<file path="src/rtl/pe_result_collector_pkg.sv">
// Shared types and constants for the PE result collector family.
// State and fault encodings are shared with the future PE-array collector.
package pe_result_collector_pkg;

    localparam int NUM_OUT    = 4;
    localparam int DATA_W_DEF = 8;
    localparam int CNT_W      = 3;

    typedef enum logic [1:0] {
        ST_IDLE    = 2'b00,
        ST_COLLECT = 2'b01,
        ST_DONE    = 2'b10,
        ST_ERR     = 2'b11
    } state_t;

    typedef enum logic [1:0] {
        ERR_NONE    = 2'b00,
        ERR_SHORT   = 2'b01,
        ERR_OVERRUN = 2'b10,
        ERR_TIMEOUT = 2'b11
    } err_code_t;

    function automatic logic is_full(input logic [CNT_W-1:0] cnt);
        return (cnt == 3'(NUM_OUT));
    endfunction

endpackage

</file>
<file path="src/rtl/pe_result_collector_timeout.sv">
// pe_result_timeout: saturating idle-cycle counter with clear and expire.
// expire fires in the cycle whose increment would bring the count to TIMEOUT_CYC-1.
module pe_result_timeout #(
    parameter int TIMEOUT_CYC = 64
) (
    input  logic clk,
    input  logic reset,
    input  logic run,
    input  logic clear,
    output logic expire
);

    localparam int CW = (TIMEOUT_CYC > 2) ? $clog2(TIMEOUT_CYC) : 1;
    localparam logic [CW-1:0] CNT_LAST = CW'(TIMEOUT_CYC - 1);
    localparam logic [CW-1:0] CNT_PRE  = CW'(TIMEOUT_CYC - 2);

    logic [CW-1:0] cnt_r;

    // Idle-cycle counter: cleared on activity, saturates at its last value.
    always_ff @(posedge clk) begin
        if (reset) begin
            cnt_r <= {CW{1'b0}};
        end else if (clear) begin
            cnt_r <= {CW{1'b0}};
        end else if (run && (cnt_r != CNT_LAST)) begin
            cnt_r <= cnt_r + CW'(1);
        end else begin
            cnt_r <= cnt_r;
        end
    end

    assign expire = run && !clear && (cnt_r == CNT_PRE);

endmodule

</file>
<file path="src/rtl/pe_result_collector.sv">
// Captures one 2x2 single-mode PE result run into a register file and hands it
// to the consumer with a valid/ack handshake, flagging short, overrun and stall faults.
module pe_result_collector
    import pe_result_collector_pkg::*;
#(
    parameter int DATA_W      = DATA_W_DEF,
    parameter int TIMEOUT_CYC = 64
) (
    input  logic              clk,
    input  logic              reset,
    input  logic              en_result,
    input  logic [DATA_W-1:0] acc_out,
    input  logic              pe_done,
    input  logic              result_ack,
    output logic [DATA_W-1:0] c_1_1,
    output logic [DATA_W-1:0] c_1_2,
    output logic [DATA_W-1:0] c_2_1,
    output logic [DATA_W-1:0] c_2_2,
    output logic [2:0]        result_cnt,
    output logic              result_valid,
    output logic              err,
    output logic [1:0]        err_code
);

    state_t            state_r, state_s;
    logic [DATA_W-1:0] data_r [NUM_OUT];
    logic [DATA_W-1:0] data_s [NUM_OUT];
    logic [CNT_W-1:0]  cnt_r, cnt_s, post_cnt_s;
    logic              valid_r, valid_s;
    logic              err_r, err_s;
    err_code_t         code_r, code_s;
    logic              timer_run_s, timer_clear_s, expire_s;

    assign timer_run_s   = (state_r == ST_COLLECT) && !en_result;
    assign timer_clear_s = (state_r != ST_COLLECT) || en_result;

    pe_result_timeout #(.TIMEOUT_CYC(TIMEOUT_CYC)) u_timeout (
        .clk    (clk),
        .reset  (reset),
        .run    (timer_run_s),
        .clear  (timer_clear_s),
        .expire (expire_s)
    );

    // Next-state and next-output computation for the capture FSM.
    always_comb begin
        state_s    = state_r;
        data_s     = data_r;
        cnt_s      = cnt_r;
        valid_s    = valid_r;
        err_s      = err_r;
        code_s     = code_r;
        post_cnt_s = cnt_r + {2'b00, en_result};
        case (state_r)
            ST_IDLE: begin
                if (en_result) begin
                    data_s[0] = acc_out;
                    cnt_s     = 3'd1;
                    if (pe_done) begin
                        state_s = ST_ERR;
                        err_s   = 1'b1;
                        code_s  = ERR_SHORT;
                    end else begin
                        state_s = ST_COLLECT;
                    end
                end else if (pe_done) begin
                    state_s = ST_ERR;
                    err_s   = 1'b1;
                    code_s  = ERR_SHORT;
                end else begin
                    state_s = ST_IDLE;
                end
            end
            ST_COLLECT: begin
                if (en_result && is_full(cnt_r)) begin
                    state_s = ST_ERR;
                    err_s   = 1'b1;
                    code_s  = ERR_OVERRUN;
                end else begin
                    if (en_result) begin
                        data_s[cnt_r[1:0]] = acc_out;
                        cnt_s              = post_cnt_s;
                    end else begin
                        cnt_s = cnt_r;
                    end
                    // pe_done outranks a simultaneous timeout expiry.
                    if (pe_done) begin
                        if (is_full(post_cnt_s)) begin
                            state_s = ST_DONE;
                            valid_s = 1'b1;
                        end else begin
                            state_s = ST_ERR;
                            err_s   = 1'b1;
                            code_s  = ERR_SHORT;
                        end
                    end else if (expire_s) begin
                        state_s = ST_ERR;
                        err_s   = 1'b1;
                        code_s  = ERR_TIMEOUT;
                    end else begin
                        state_s = ST_COLLECT;
                    end
                end
            end
            ST_DONE: begin
                if (en_result) begin
                    state_s = ST_ERR;
                    valid_s = 1'b0;
                    err_s   = 1'b1;
                    code_s  = ERR_OVERRUN;
                end else if (result_ack) begin
                    state_s = ST_IDLE;
                    valid_s = 1'b0;
                    cnt_s   = 3'd0;
                end else begin
                    state_s = ST_DONE;
                end
            end
            ST_ERR: begin
                if (result_ack) begin
                    state_s = ST_IDLE;
                    err_s   = 1'b0;
                    code_s  = ERR_NONE;
                    cnt_s   = 3'd0;
                end else begin
                    state_s = ST_ERR;
                end
            end
            default: begin
                state_s = ST_IDLE;
                valid_s = 1'b0;
                err_s   = 1'b0;
                code_s  = ERR_NONE;
                cnt_s   = 3'd0;
            end
        endcase
    end

    // State and output registers.
    always_ff @(posedge clk) begin
        if (reset) begin
            state_r <= ST_IDLE;
            for (int i = 0; i < NUM_OUT; i++) begin
                data_r[i] <= {DATA_W{1'b0}};
            end
            cnt_r   <= 3'd0;
            valid_r <= 1'b0;
            err_r   <= 1'b0;
            code_r  <= ERR_NONE;
        end else begin
            state_r <= state_s;
            data_r  <= data_s;
            cnt_r   <= cnt_s;
            valid_r <= valid_s;
            err_r   <= err_s;
            code_r  <= code_s;
        end
    end

    assign c_1_1        = data_r[0];
    assign c_1_2        = data_r[1];
    assign c_2_1        = data_r[2];
    assign c_2_2        = data_r[3];
    assign result_cnt   = cnt_r;
    assign result_valid = valid_r;
    assign err          = err_r;
    assign err_code     = code_r;

endmodule

</file>
<file path="config.mk">
export PLATFORM = sky130hd
export DESIGN_NAME = pe_result_collector
export DESIGN_NICKNAME = d
export VERILOG_FILES = /design/src/rtl/pe_result_collector_pkg.sv /design/src/rtl/pe_result_collector_timeout.sv /design/src/rtl/pe_result_collector.sv
export SDC_FILE = /design/constraint.sdc
export NUM_CORES = 1
export LEC_CHECK = 0
export BUFFER_PORTS_ARGS = -buffer_cell sky130_fd_sc_hd__clkbuf_2
export CAP_MARGIN = 20
export CORE_ASPECT_RATIO = 2
export CORE_UTILIZATION = 30
export DETAILED_ROUTE_END_ITERATION = 7
export MAX_ROUTING_LAYER = met4
export PLACE_DENSITY = 0.56
export SETUP_SLACK_MARGIN = 0.02
export SYNTH_ARGS = -nofsm -noshare
export SYNTH_HDL_FRONTEND = slang
export SYNTH_SLANG_ARGS = --single-unit
</file>
<file path="constraint.sdc">
create_clock -name clk -period 1.7 [get_ports clk]
set_input_delay 0.085 -clock clk [delete_from_list [all_inputs] [get_ports clk]]
set_output_delay 0.085 -clock clk [all_outputs]
set_load 0.01 [all_outputs]
</file>
==> impl_metrics.py, run 1 <==
metrics = {
    "synthesis": {
        "avgSynthCellArea_sq_um": 9.793,
        "synth_nets": 225,
        "synthAdderAreaFrac": 0.02457,
        "synthXorXnorAreaFrac": 0.01290,
        "synth_cell_types": 41,
        "synth_ff_type": "dfxtp_1",
        "async_flop_share": 0,
        "synth_area_sq_um": 2037,
        "synth-edff-count": 0,
        "yosysWarnings": 0,
        "ys_seq_area_frac": 0.4619,
        "synth_compound_area_frac": 0.08907,
        "synthCells": 208,
        "yosys.area_share.simple": 0.1959,
        "synth_seq_cells": 47,
        "yosys-mux-area-fraction": 0.1769,
        "synth_top_family_by_area": "simple AND/OR/NAND/NOR gates",
    },
    "timing": {
        "period_needed_ps": 1582,
        "rsz0062_at_grt": "no",
        "slew_headroom": 0.6946,
        "skew_ps": 3.818,
        "hold_violations": 0,
        "tightest_slew_ps": 458.1,
        "tns_ps": 0,
        "setup_ws_ps": 118.1,
        "fin_crit_sh": 0.9305,
        "fmax_ghz": 0.6322,
        "hold_ws_ps": 81.23,
        "setup_viol": 0,
        "finalMaxSlewViolations": 0,
    },
    "floorplan": {
        "start_util": 0.3101,
        "die_h_um": 118.5,
        "fp.dieW_um": 60.27,
        "dieArea_sq_um": 7143,
        "core_area_sq_um": 6569,
        "rows": 42,
        "num_io_pins": 52,
    },
    "cts": {
        "cts_root_buf": "clkbuf_16",
        "cts_tree": "yes",
        "clkSinkCount": 47,
        "clk_pin_slew_ps": 60,
        "numCtsBuffers": 5,
        "clockBufferDepth": 2,
        "clkLatencyLatePin_ps": 290,
        "htreeDepth": 2,
    },
    "critical_path": {
        "crit_fanout": 3,
        "critical_path_buf_inv_count": 0,
        "crit_type": "reg -> reg",
        "worstPathArrival_ps": 1800,
        "cp_top_family": "adder cells",
        "worstPathRequired_ps": 1920,
        "slowest_delay_ps": 310,
        "critPathSlowestCell": "dfxtp_1",
        "worstSetupEndpointType": "flip-flop",
        "path_cells": "ha_1, ha_4, nor4b_2, nand4_1, o211ai_2, mux2i_1",
        "critPathLaunchType": "flip-flop",
    },
    "placed_design": {
        "place_congestion": 0.8143,
        "portBuffers": 51,
        "postPlaceCellArea_sq_um": 2395,
        "pre_cts_ws_ps": 51.59,
        "dp_hpwl_um": 3412,
    },
    "layout": {
        "antenna_cells": 0,
        "area_delta_synth_final_pct": 27.21,
        "drive_gt1_frac": 0.2863,
        "final_common_cell": "clkbuf_2",
        "fin_area_sq_um": 2591,
        "nets": 278,
        "final_cell_mix": "51 x clkbuf_2, 47 x dfxtp_1, 38 x nor2_1",
    },
    "run_status": {
        "run_status": "finished clean",
    },
    "route": {
        "antenna_left": 0,
        "via_per_inst": 4.809,
        "drc": 0,
        "vias": 1683,
        "dr.pass1.iters": 4,
        "first_iter_violations": 62,
        "routedWlPerCell_um": 13.75,
        "wirelength_um": 4811,
    },
    "run": {
        "maxCapViolCount": 0,
    },
    "global_route": {
        "grt_max_degree": 46,
        "grt-ovfl-total": 0,
        "grt_first_pass_wirelength_um": 7769,
        "grt_pass1_vias": 1629,
        "antenna_found_initial": 0,
        "grtUsageTotal": 0.1490,
    },
    "power_and_ir_drop": {
        "power.total_mw": 2.568,
        "vdd_drop_max_mv": 0.6485,
        "total_leakage_power_nw": 1.187,
        "power-per-cell-area_nw_per_um2": 991.1,
    },
    "worst_hold_path": {
        "hp-class": "in -> reg",
    },
}
[synth_stat cells (2+ instances only)]
library cell | number | area share
nand4_1 | 2 | 0.0061
a31oi_1 | 5 | 0.015
clkbuf_1 | 4 | 0.0074
buf_4 | 3 | 0.011
and4b_2 | 2 | 0.011
xnor2_1 | 2 | 0.0086
nand2_1 | 4 | 0.0074
dfxtp_1 | 47 | 0.46
nand3b_1 | 2 | 0.0074
nor2b_1 | 3 | 0.0092
o21bai_1 | 3 | 0.011
nor2_1 | 38 | 0.070
nor3_1 | 3 | 0.0074
a21oi_1 | 5 | 0.012
buf_2 | 6 | 0.015
inv_1 | 3 | 0.0055
nand2b_1 | 7 | 0.021
mux2i_1 | 36 | 0.18
o21ai_0 | 2 | 0.0049
ha_1 | 4 | 0.025
nand3_1 | 5 | 0.012
a211oi_1 | 3 | 0.011
[repair_timing]
item	CTS	global route
endpoints found under the setup margin	0	3
buffers inserted	0	0
hold buffers	0	0
resized for setup	0	2
[worst reg2reg max path: cells and delay by family, from the launching register on]
kind                     cells  cell delay, ps
AND/OR/NAND/NOR              2             420
multiplexers                 1             210
adder cells (fa/ha/maj)      2             430
flip-flops                   1             310
AO/OA/AOI/OAI                1             150
[through the flow]
| step | instances | util |
|---|---|---|
| floorplan | 208 | - |
| global placement | 342 | 0.3646 |
| detailed placement | 342 | 0.3646 |
| CTS | 350 | 0.3916 |
| global route | 350 | 0.3945 |
| finish | 350 | 0.3945 |
[per-layer routing]
| layer | share of wire | track usage |
|---|---|---|
| met1 | 0.41 | 0.1679 |
| met2 | 0.51 | 0.2376 |
| met3 | 0.050 | 0.02845 |
| met4 | 0.038 | 0.08140 |
| met5 | 0 | - |
[flip-flops by register name, summed over array words and instances (netlist names)]
signal           cells
c_1_2                8
state_r              2
c_1_1                8
c_2_2                8
err_code             2
c_2_1                8
err                  1
u_timeout.cnt_r      6
result_valid         1
result_cnt           3
[logic make-up (layout without fill, tap and decap cells)]
family          Yosys count  after routing
xor+xnor                  3              3
mux                      36             36
buf+inv                  16             70
compound gates           26             26
fa+ha+maj                 4              4
simple gates             76             76
flops                    47             47
[report_power, final]
group | leakage [nW] | switching (mW) | total [mW] | internal [mW]
clock network | 0.0875 | 0.423 | 1.16 | 0.739
logic | 0.718 | 0.145 | 0.256 | 0.111
registers | 0.382 | 0.0171 | 1.15 | 1.13
total | 1.19 | 0.585 | 2.57 | 1.98
[final cells by class]
class | count | area, sq um
Fill cell | 665 | 3978
Inverter | 3 | 11.26
Tap cell | 88 | 110.1
Sequential cell | 47 | 940.9
Clock inverter | 2 | 38.79
Clock buffer | 6 | 138.9
Timing Repair Buffer | 59 | 315.3
Multi-Input combinational cell | 145 | 1036
[worst paths after layout]
kind	endpoint	startpoint	slack, ps	depth (start not counted)
max reg2reg	err_code[0]	result_cnt[0]	120	6
min reg2reg	err	err	440	2
min	c_1_1[5]	acc_out[5]	80	3
max	err_code[0]	result_cnt[0]	120	6
No activity file was read; power rests on OpenSTA's default activity.
==> inputs of run 2 (changes only) <==
Settings changed: PLACE_DENSITY 0.56 to default, TNS_END_PERCENT from default to 50.
==> impl_metrics.py, run 2 (synthesized netlist as in run 1, its figures left out) <==
metrics = {
    "run_status": {
        "run_status": "finished clean",
    },
    "cts": {
        "cts_root_buf": "clkbuf_16",
        "clockBufferDepth": 2,
        "numCtsBuffers": 5,
        "htreeDepth": 2,
        "clkSinkCount": 47,
        "clkLatencyLatePin_ps": 290,
        "clk_pin_slew_ps": 60,
        "cts_tree": "yes",
    },
    "placed_design": {
        "dp_hpwl_um": 3425,
        "portBuffers": 51,
        "place_congestion": 0.7776,
        "dp.cells": 343,
    },
    "layout": {
        "final_common_cell": "clkbuf_2",
        "area_delta_synth_final_pct": 27.58,
        "drive_gt1_frac": 0.2917,
        "antenna_cells": 0,
        "final_cell_mix": "51 x clkbuf_2, 47 x dfxtp_1, 38 x nor2_1",
        "final_util": 0.3956,
        "stdcell_count": 352,
        "nets": 280,
    },
    "route": {
        "wl_met2_um": 2502,
        "wirelength_um": 4754,
        "drc": 0,
        "dr.pass1.iters": 4,
        "vias": 1675,
        "routed.top_layer": "met4",
        "via_per_inst": 4.759,
        "m1WireLength_um": 1894,
        "first_iter_violations": 34,
        "wl_met3_um": 212,
        "antenna_left": 0,
        "routedWlPerCell_um": 13.51,
    },
    "timing": {
        "hold_violations": 0,
        "slew_headroom": 0.7041,
        "rsz0062_at_grt": "yes",
        "finalMaxSlewViolations": 0,
        "tns_ps": 0,
        "fmax_ghz": 0.6372,
        "tightest_slew_ps": 443.8,
        "fin_crit_sh": 0.9232,
        "period_needed_ps": 1569,
        "setup_viol": 0,
        "skew_ps": 6.687,
    },
    "critical_path": {
        "rr_worst_depth": 6,
        "worstPathArrival_ps": 1790,
        "r2r-end": "err_code[1]",
        "critPathSlowestCell": "dfxtp_1",
        "critPathLaunchType": "flip-flop",
        "r2r_slack_ps": 130,
        "crit_type": "reg -> reg",
        "worstSetupEndpointType": "flip-flop",
        "path_cells": "ha_2, ha_4, nor4b_4, nand4_1, o211ai_2, mux2i_1",
        "reg2reg_from": "result_cnt[0]",
        "worstPathRequired_ps": 1920,
        "crit_fanout": 3,
        "slowest_delay_ps": 340,
    },
    "power_and_ir_drop": {
        "total_leakage_power_nw": 1.186,
        "power-per-cell-area_nw_per_um2": 939.3,
        "vdd_drop_max_mv": 0.8040,
    },
    "floorplan": {
        "start_util": 0.3101,
        "fp.dieW_um": 60.27,
        "dieArea_sq_um": 7143,
        "rows": 42,
        "num_io_pins": 52,
        "core_area_sq_um": 6569,
        "die_h_um": 118.5,
    },
    "run": {
        "maxCapViolCount": 0,
    },
    "global_route": {
        "grtUsageTotal": 0.1481,
        "grt_max_degree": 46,
        "grt_first_pass_wirelength_um": 7721,
        "grt_pass1_vias": 1592,
        "grt-ovfl-total": 0,
        "antenna_found_initial": 0,
    },
    "worst_hold_path": {
        "min_to": "c_2_2[5]",
        "hp-class": "in -> reg",
        "min_from": "acc_out[5]",
        "whs_path_depth": 3,
    },
}
run 2: changes by cell type in the layout (fill, tap and decap cells not counted), sizes merged:
cell,delta
buf,+2
bufinv,-1
clkbuf,+2
inv,-1
run 2: worst max path at each step:
stage                  start  cells after the start          end
2_1_floorplan  result_cnt[0]                      6  err_code[0]
3_3_place_gp   result_cnt[0]                      6  err_code[0]
3_5_place_dp   result_cnt[0]                      6  err_code[0]
4_1_cts        result_cnt[0]                      6  err_code[1]
5_1_grt        result_cnt[0]                      6  err_code[1]
6_report       result_cnt[0]                      6  err_code[1]
run 2: report_power, final:
group | internal, mW | switching (mW)
Clock | 0.626 | 0.402
Sequential | 1.13 | 0.0231
Combinational | 0.115 | 0.141
Total | 1.87 | 0.567
run 2: timing repair:
item | in CTS | in global routing
hold endpoints to repair | 0 | 0
setup endpoints to repair | 0 | 5
gates resized for setup | 0 | 5
hold buffers | 0 | 0
setup buffers | 0 | 1
run 2: final cells by class:
type	instances	area [sq um]
clock buffer	8	156.4
fill	667	3970
inverter	3	11.26
multi-input combinational	145	1050
sequential	47	940.9
tap	88	110.1
timing repair buffer	61	330.3
run 2: routing by layer:
metal	global-route usage	vias to the layer above
met5	-	-
li1	-	835
met1	0.1604	780
met2	0.2424	47
met4	0.07703	0
met3	0.03173	13
run 2: per-stage QoR:
stage / setup slack, ps / hold slack, ps / instance area (sq um) / power [mW]
detailed placement: 55.33 / 384.7 / 2402 / 1.425
global route: 3.691 / 99.52 / 2599 / 2.537
floorplan: 40.59 / 228.9 / 2037 / 1.330
global placement: 58.64 / 371.2 / 2402 / 1.423
CTS: 42.18 / 88.67 / 2559 / 2.458
finish: 130.6 / 86.98 / 2599 / 2.441
run 2: critical path: cells and delay by family, from the launching register on:
| kind | cells | cell delay (ps) |
|---|---|---|
| fa+ha+maj | 2 | 390 |
| mux | 1 | 200 |
| flops | 1 | 340 |
| compound gates | 1 | 150 |
| simple gates | 2 | 420 |
